$ cat src/rtl/lsu_mem_ctrl_pkg.sv
`default_nettype none
// ============================================================================
//  Module      : lsu_pkg
//  Description : Shared state encoding and RV32 funct3 constants for the LSU.
//  Revision    : 1.0 - initial release
// ============================================================================
package lsu_pkg;

  typedef enum logic [2:0] {
    IDLE   = 3'd0,
    LD     = 3'd1,
    ST     = 3'd2,
    RMW_RD = 3'd3,
    RMW_WR = 3'd4,
    RESP   = 3'd5
  } state_t;

  localparam logic [2:0] F3_B  = 3'b000;
  localparam logic [2:0] F3_H  = 3'b001;
  localparam logic [2:0] F3_W  = 3'b010;
  localparam logic [2:0] F3_BU = 3'b100;
  localparam logic [2:0] F3_HU = 3'b101;

  // Stores only have the signed encodings; loads add the unsigned variants.
  function automatic logic f3_legal(input logic store, input logic [2:0] f3);
    logic ok;
    ok = (f3 == F3_B) || (f3 == F3_H) || (f3 == F3_W);
    if (!store) ok = ok || (f3 == F3_BU) || (f3 == F3_HU);
    return ok;
  endfunction

endpackage
`default_nettype wire

$ cat src/rtl/lsu_mem_ctrl_if.sv
`default_nettype none
// ============================================================================
//  Module      : lsu_mem_ctrl_if
//  Description : Core request/response and data-memory bus for the LSU.
//  Revision    : 1.0 - initial release
// ============================================================================
interface lsu_mem_ctrl_if;
  logic        req_valid;
  logic        req_ready;
  logic        req_store;
  logic [2:0]  req_funct3;
  logic [31:0] req_addr;
  logic [31:0] req_wdata;
  logic        resp_valid;
  logic [31:0] resp_rdata;
  logic        resp_err;
  logic        mem_write_enable;
  logic        mem_read_enable;
  logic [31:0] mem_address;
  logic [31:0] mem_data_in;
  logic [31:0] mem_data_out;

  modport slave (
    input  req_valid, req_store, req_funct3, req_addr, req_wdata, mem_data_out,
    output req_ready, resp_valid, resp_rdata, resp_err,
           mem_write_enable, mem_read_enable, mem_address, mem_data_in
  );

  modport master (
    output req_valid, req_store, req_funct3, req_addr, req_wdata, mem_data_out,
    input  req_ready, resp_valid, resp_rdata, resp_err,
           mem_write_enable, mem_read_enable, mem_address, mem_data_in
  );
endinterface
`default_nettype wire

$ cat src/rtl/lsu_mem_ctrl_lane_align.sv
`default_nettype none
// ============================================================================
//  Module      : lsu_lane_align
//  Description : Load lane extraction/extension and sub-word store merge.
//  Revision    : 1.0 - initial release
// ============================================================================
module lsu_lane_align
  import lsu_pkg::*;
(
  input  logic [2:0]  i_funct3,
  input  logic [1:0]  i_lane,
  input  logic [31:0] i_load_word,
  input  logic [31:0] i_old_word,
  input  logic [15:0] i_wdata,
  output logic [31:0] o_load_data,
  output logic [31:0] o_merged
);

  logic [7:0]  w_byte;
  logic [15:0] w_half;

  always_comb begin
    case (i_lane)
      2'd0:    w_byte = i_load_word[7:0];
      2'd1:    w_byte = i_load_word[15:8];
      2'd2:    w_byte = i_load_word[23:16];
      default: w_byte = i_load_word[31:24];
    endcase
    w_half = i_lane[1] ? i_load_word[31:16] : i_load_word[15:0];

    case (i_funct3)
      F3_B:    o_load_data = {{24{w_byte[7]}}, w_byte};
      F3_H:    o_load_data = {{16{w_half[15]}}, w_half};
      F3_BU:   o_load_data = {24'd0, w_byte};
      F3_HU:   o_load_data = {16'd0, w_half};
      default: o_load_data = i_load_word;
    endcase

    o_merged = i_old_word;
    case (i_funct3)
      F3_B: begin
        case (i_lane)
          2'd0:    o_merged[7:0]   = i_wdata[7:0];
          2'd1:    o_merged[15:8]  = i_wdata[7:0];
          2'd2:    o_merged[23:16] = i_wdata[7:0];
          default: o_merged[31:24] = i_wdata[7:0];
        endcase
      end
      F3_H: begin
        if (i_lane[1]) o_merged[31:16] = i_wdata;
        else           o_merged[15:0]  = i_wdata;
      end
      default: o_merged = i_old_word;
    endcase
  end

endmodule
`default_nettype wire

$ cat src/rtl/lsu_mem_ctrl.sv
`default_nettype none
// ============================================================================
//  Module      : lsu_mem_ctrl
//  Description : Single-outstanding RV32 load/store initiator with RMW stores.
//  Revision    : 1.0 - initial release
// ============================================================================
module lsu_mem_ctrl
  import lsu_pkg::*;
#(
  parameter int DEPTH_WORDS = 256,
  parameter int AW          = 8
) (
  input  logic           clk,
  input  logic           rst,
  lsu_mem_ctrl_if.slave  bus
);

  state_t          r_state;
  state_t          w_next;
  logic [2:0]      r_funct3;
  logic [AW-1:0]   r_idx;
  logic [1:0]      r_lane;
  logic [31:0]     r_wdata;
  logic [31:0]     r_old;
  logic [31:0]     r_rdata;
  logic            r_resp_err;

  logic            w_accept;
  logic            w_misalign;
  logic            w_range_err;
  logic            w_req_err;
  logic            w_set_resp;
  logic [31:0]     w_load_data;
  logic [31:0]     w_merged;

  assign w_accept    = bus.req_valid && (r_state == IDLE);
  // funct3[1:0] is 01 for both half encodings and 10 for word.
  assign w_misalign  = ((bus.req_funct3[1:0] == 2'b01) && bus.req_addr[0]) ||
                       ((bus.req_funct3[1:0] == 2'b10) && (bus.req_addr[1:0] != 2'b00));
  assign w_range_err = ({2'b00, bus.req_addr[31:2]} >= 32'(DEPTH_WORDS));
  assign w_req_err   = !f3_legal(bus.req_store, bus.req_funct3) || w_misalign || w_range_err;

  always_comb begin
    w_next = r_state;
    case (r_state)
      IDLE: begin
        if (w_accept) begin
          if (w_req_err)                 w_next = RESP;
          else if (!bus.req_store)       w_next = LD;
          else if (bus.req_funct3 == F3_W) w_next = ST;
          else                           w_next = RMW_RD;
        end
      end
      LD:      w_next = RESP;
      ST:      w_next = RESP;
      RMW_RD:  w_next = RMW_WR;
      RMW_WR:  w_next = RESP;
      RESP:    w_next = IDLE;
      default: w_next = IDLE;
    endcase
  end

  assign w_set_resp = (w_next == RESP) && (r_state != RESP);

  lsu_lane_align u_align (
    .i_funct3    (r_funct3),
    .i_lane      (r_lane),
    .i_load_word (bus.mem_data_out),
    .i_old_word  (r_old),
    .i_wdata     (r_wdata[15:0]),
    .o_load_data (w_load_data),
    .o_merged    (w_merged)
  );

  always_ff @(posedge clk) begin
    if (rst) begin
      r_state    <= IDLE;
      r_funct3   <= 3'd0;
      r_idx      <= '0;
      r_lane     <= 2'd0;
      r_wdata    <= 32'd0;
      r_old      <= 32'd0;
      r_rdata    <= 32'd0;
      r_resp_err <= 1'b0;
    end else begin
      r_state <= w_next;
      if (w_accept) begin
        r_funct3 <= bus.req_funct3;
        r_idx    <= bus.req_addr[AW+1:2];
        r_lane   <= bus.req_addr[1:0];
        r_wdata  <= bus.req_wdata;
      end
      if (r_state == RMW_RD) r_old <= bus.mem_data_out;
      // Response fields stay put until the next response is formed.
      if (w_set_resp) begin
        r_rdata    <= (r_state == LD) ? w_load_data : 32'd0;
        r_resp_err <= (r_state == IDLE);
      end
    end
  end

  always_comb begin
    bus.mem_data_in = 32'd0;
    case (r_state)
      ST:      bus.mem_data_in = r_wdata;
      RMW_WR:  bus.mem_data_in = w_merged;
      default: bus.mem_data_in = 32'd0;
    endcase
  end

  assign bus.req_ready        = (r_state == IDLE);
  assign bus.resp_valid       = (r_state == RESP);
  assign bus.resp_rdata       = r_rdata;
  assign bus.resp_err         = r_resp_err;
  assign bus.mem_read_enable  = (r_state == LD) || (r_state == RMW_RD);
  assign bus.mem_write_enable = ((r_state == ST) || (r_state == RMW_WR)) && !rst;
  assign bus.mem_address      = {{(32-AW){1'b0}}, r_idx};

endmodule
`default_nettype wire

$ cat src/flat_wrapper.sv
// flat-port wrapper written by rule: the top's interface ports become plain ports
module lsu_mem_ctrl_flat import lsu_pkg::*;
#(
  parameter int DEPTH_WORDS = 256,
  parameter int AW          = 8
)
  (clk, rst, bus_req_valid, bus_req_store, bus_req_funct3, bus_req_addr, bus_req_wdata, bus_mem_data_out, bus_req_ready, bus_resp_valid, bus_resp_rdata, bus_resp_err, bus_mem_write_enable, bus_mem_read_enable, bus_mem_address, bus_mem_data_in);
  lsu_mem_ctrl_if bus_i ();
  input  logic clk;
  input  logic rst;
  input wire logic [$bits(bus_i.req_valid)-1:0] bus_req_valid;
  input wire logic [$bits(bus_i.req_store)-1:0] bus_req_store;
  input wire logic [$bits(bus_i.req_funct3)-1:0] bus_req_funct3;
  input wire logic [$bits(bus_i.req_addr)-1:0] bus_req_addr;
  input wire logic [$bits(bus_i.req_wdata)-1:0] bus_req_wdata;
  input wire logic [$bits(bus_i.mem_data_out)-1:0] bus_mem_data_out;
  output wire logic [$bits(bus_i.req_ready)-1:0] bus_req_ready;
  output wire logic [$bits(bus_i.resp_valid)-1:0] bus_resp_valid;
  output wire logic [$bits(bus_i.resp_rdata)-1:0] bus_resp_rdata;
  output wire logic [$bits(bus_i.resp_err)-1:0] bus_resp_err;
  output wire logic [$bits(bus_i.mem_write_enable)-1:0] bus_mem_write_enable;
  output wire logic [$bits(bus_i.mem_read_enable)-1:0] bus_mem_read_enable;
  output wire logic [$bits(bus_i.mem_address)-1:0] bus_mem_address;
  output wire logic [$bits(bus_i.mem_data_in)-1:0] bus_mem_data_in;
  assign bus_i.req_valid = bus_req_valid;
  assign bus_i.req_store = bus_req_store;
  assign bus_i.req_funct3 = bus_req_funct3;
  assign bus_i.req_addr = bus_req_addr;
  assign bus_i.req_wdata = bus_req_wdata;
  assign bus_i.mem_data_out = bus_mem_data_out;
  assign bus_req_ready = bus_i.req_ready;
  assign bus_resp_valid = bus_i.resp_valid;
  assign bus_resp_rdata = bus_i.resp_rdata;
  assign bus_resp_err = bus_i.resp_err;
  assign bus_mem_write_enable = bus_i.mem_write_enable;
  assign bus_mem_read_enable = bus_i.mem_read_enable;
  assign bus_mem_address = bus_i.mem_address;
  assign bus_mem_data_in = bus_i.mem_data_in;
  lsu_mem_ctrl #(.DEPTH_WORDS(DEPTH_WORDS), .AW(AW)) u_core (.clk(clk), .rst(rst), .bus(bus_i));
endmodule
$ cat config.mk
export PLATFORM = sky130hd
export DESIGN_NAME = lsu_mem_ctrl_flat
export DESIGN_NICKNAME = d
export VERILOG_FILES = /design/src/rtl/lsu_mem_ctrl_pkg.sv /design/src/rtl/lsu_mem_ctrl_if.sv /design/src/rtl/lsu_mem_ctrl_lane_align.sv /design/src/rtl/lsu_mem_ctrl.sv /design/src/flat_wrapper.sv
export SDC_FILE = /design/constraint.sdc
export NUM_CORES = 1
export LEC_CHECK = 0
export CAP_MARGIN = 20
export CORE_MARGIN = 8
export CORE_UTILIZATION = 45
export CTS_CLUSTER_SIZE = 12
export DETAILED_ROUTE_END_ITERATION = 8
export PLACE_DENSITY = 0.8
export SLEW_MARGIN = 20
export SYNTH_ARGS = -nofsm -noshare
export SYNTH_HDL_FRONTEND = slang
export SYNTH_SLANG_ARGS = --single-unit
$ cat constraint.sdc
create_clock -name clk -period 2.01 [get_ports clk]
set_input_delay 0.201 -clock clk [delete_from_list [all_inputs] [get_ports clk]]
set_output_delay 0.201 -clock clk [all_outputs]
set_load 0.01 [all_outputs]
==> results.py <==
metrics = {
    "status": {
        "status": "complete, but fails checks",
        "violations_in_the_final_reports": "negative setup slack",
    },
    "hold_path": {
        "min_delay_path_depth": 4,
        "timing.hold.worst_endpoint": "u_core.r_funct3[0]",
        "hold_start": "bus_req_funct3[0]",
        "hold_class": "input port to flip-flop",
    },
    "clock_network": {
        "clk-insertion-delay-late_ns": 0.42,
        "tritoncts": "yes",
        "cts_root_buf": "clkbuf_16",
        "tritoncts.num_buffers": 17,
        "hold_buffers": 0,
        "cts.clk_slew.worst_paths_ns": 0.05,
        "cts_buffer_depth": 2,
        "h-tree-depth": 4,
        "numClockSinks": 113,
    },
    "route": {
        "wl_per_cell_um": 19.7,
        "final_antenna_net_count": 0,
        "dr_total_vias": 6795,
        "route.detailed.drc": 0,
        "drt-vias-per-instance": 5.72,
        "totalWireLength_mm": 23.4,
        "initialDrtViolationCount": 838,
        "detail_route.first_pass.iterations": 5,
    },
    "die": {
        "io-pin-count": 204,
        "die_x_um": 129,
        "floorplan.die.height_um": 129,
        "placement_rows": 41,
        "floorplan.die_area_um2": 16600,
        "core_area_um2": 12500,
        "initial_utilization_pct": 45.8,
    },
    "timing": {
        "setup_ws_ns": -0.185,
        "timing.fmax_mhz": 456,
        "final.min_clock_period_ns": 2.19,
        "final-max-slew-violation-count": 0,
        "setup_viol": 31,
        "relSlewSlack_pct": 53.0,
        "hold_viol_final": 0,
        "finClkSkew_ns": 0.00751,
        "rsz_0062_raised_after_global_routing": "yes",
        "fin_crit_sh_pct": 109,
        "worst-slew-pin-transition_ns": 0.704,
        "finalHoldWorstSlack_ns": 0.280,
    },
    "yosys": {
        "synth_flop_cell": "dfxtp_1",
        "synthDominantCellAreaShare_pct": 39.4,
        "synthesis.area_per_instance_um2": 7.42,
        "synthCells": 773,
        "synth.yosys.seq_area_share_pct": 39.4,
        "netlist.top_cell.by_area": "dfxtp_1",
        "synth_common_cells": "nand2_1, a21oi_1, dfxtp_1",
        "synth.lib_cells_used.distinct": 56,
        "ys_seq_elements": 113,
        "synth.most_common_cell": "nand2_1",
        "synth-warning-count": 0,
        "leading_cell_types_by_total_area_after_synthesis": "dfxtp_1, nand2_1, a21oi_1, buf_4, a21o_1",
        "async_set_or_reset_register_ratio_after_synthesis_pct": 0,
        "synth-edff-count": 0,
        "post_synth_instance_area_um2": 5740,
    },
    "worst_setup_path": {
        "worst-path-max-fanout": 4,
        "reg_to_reg_startpoint": "u_core.r_lane[1]",
        "timing.critical_path.to_type": "output pin",
        "critical_path_arrival_ns": 1.99,
        "start_kind": "flip-flop",
        "reg2reg_to": "u_core.bus.resp_rdata[22]",
        "setup.worst_path.class": "flip-flop to output pin",
        "reg2regPathDepth": 7,
        "reg2reg_slack_ns": 0.04,
        "cp-startpoint": "u_core.r_funct3[2]",
        "critical_path_required_ns": 1.81,
    },
    "power_and_ir_drop": {
        "p_leak_nw": 3.58,
        "vdd_drop_max_mv": 0.707,
        "total_power_mw": 6.72,
        "power_per_standard_cell_area_nw_per_um2": 734,
    },
    "grt": {
        "number_of_antenna_violations_at_the_first_check_in_global_routing": 0,
        "final_global_route_overflow_total": 0,
        "via_count_of_the_first_global_routing_pass": 6698,
        "gr-usage-all-layers_pct": 27.0,
        "grt_pass1_wl_mm": 35.0,
        "largest_net_degree_at_the_start_of_global_routing": 67,
    },
    "place": {
        "buffer_ports.inserted": 179,
        "dp_cells": 1127,
        "place_congestion": 0.941,
        "dpl-instance-area_um2": 7950,
        "detailed_place_hpwl_mm": 15.2,
    },
    "cells_and_area": {
        "fin_util_pct": 73.2,
        "antenna_cells": 0,
        "number_of_standard_cells_in_the_layout_taps_in_and_fillers_out": 1188,
        "drive_above_1_share_pct": 24.3,
        "syn_to_final_growth_pct": 59.6,
        "final_cell_area_um2": 9160,
        "design.final.nets": 1107,
    },
    "job": {
        "drv.max_cap_violation_count": 0,
    },
}
==> where the power goes <==
group	total [mW]	internal [mW]	switching [mW]
combinational	1.37	0.691	0.675
sequential	2.44	2.35	0.0886
clock	2.92	1.88	1.04
==> registers in the layout (all words and copies together), names as in the netlist <==
name                   cells
u_core.bus.resp_rdata     32
u_core.r_wdata            32
u_core.r_idx               8
u_core.r_state             3
u_core.r_lane              2
u_core.bus.resp_err        1
u_core.r_old              32
u_core.r_funct3            3
==> cells in the final DEF (no fill, tap or decap), types with 10 or more instances in the layout <==
cell type	n
nand2_1	199
clkdlybuf4s50_1	143
a21oi_1	109
dfxtp_1	106
buf_4	60
buf_2	25
buf_6	25
conb_1	24
nor2_1	23
a21o_1	22
a21oi_2	19
clkbuf_16	19
nand2_2	12
inv_1	11
o21ai_1	11
o21ai_0	11
nand2b_1	10
==> how the worst max path moves through the flow <==
stage / to / slack [ns] / cells past startpoint
6_report: bus_mem_data_in[19] / -0.18 / 9
5_1_grt: bus_mem_data_in[21] / -0.25 / 9
4_1_cts: bus_mem_data_in[19] / -0.16 / 8
3_5_place_dp: u_core.bus.resp_rdata[3] / -0.31 / 7
3_3_place_gp: u_core.bus.resp_rdata[5] / -0.21 / 7
2_1_floorplan: u_core.bus.resp_rdata[0] / 0.16 / 7
==> critical path, stage by stage (launching register included) <==
cell     delay (ns)
dfxtp_2        0.35
nor3b_4        0.25
buf_6          0.15
and2_4         0.16
buf_6          0.10
buf_6          0.09
nand3_2        0.07
a21oi_2        0.18
a21o_1         0.10
buf_2          0.12
==> layer usage <==
layer	global-route usage, %	share of wire (%)	up-vias
met5	0	0	-
met1	31.5	38	3145
met2	42.2	46	447
met3	9.06	11	118
met4	16.0	5.0	0
li1	-	-	3085
==> area by class of cell <==
| cell class | count | area, µm² |
|---|---|---|
| timing repair buffer | 270 | 2600 |
| inverter | 12 | 45.0 |
| clock buffer | 26 | 519 |
| clock inverter | 5 | 50.0 |
| tap | 172 | 215 |
| sequential | 113 | 2280 |
| fill | 871 | 3360 |
| multi-input combinational | 590 | 3440 |
==> timing repair <==
| action | in CTS | in global routing |
|---|---|---|
| pin swaps | 37 | 24 |
| gates resized for setup | 238 | 47 |
| cloned | 4 | 2 |
| buffers inserted | 20 | 7 |
| endpoints found under the setup margin | 38 | 64 |
==> through the flow <==
stage	worst slack, ns	setup TNS, ns
floorplan	0.159	0
global placement	-0.209	-7.58
detailed placement	-0.311	-11.22
CTS	-0.163	-2.48
global route	-0.254	-5.58
finish	-0.185	-3.63
==> cells by family (layout without fill, tap and decap cells) <==
kind of cell	after synthesis	in the layout	share of synthesized area (%)
DFF	113	113	39.4
muxes	10	10	2.01
adders and majority gates	1	1	0.174
other	1	24	0.0654
buffers and inverters	93	313	8.05
and+or+nand+nor	314	314	24.3
AOI/OAI and AO/OA	240	240	25.8
xor gates and xnor gates	1	1	0.153
(Power assumes the default switching activity.)
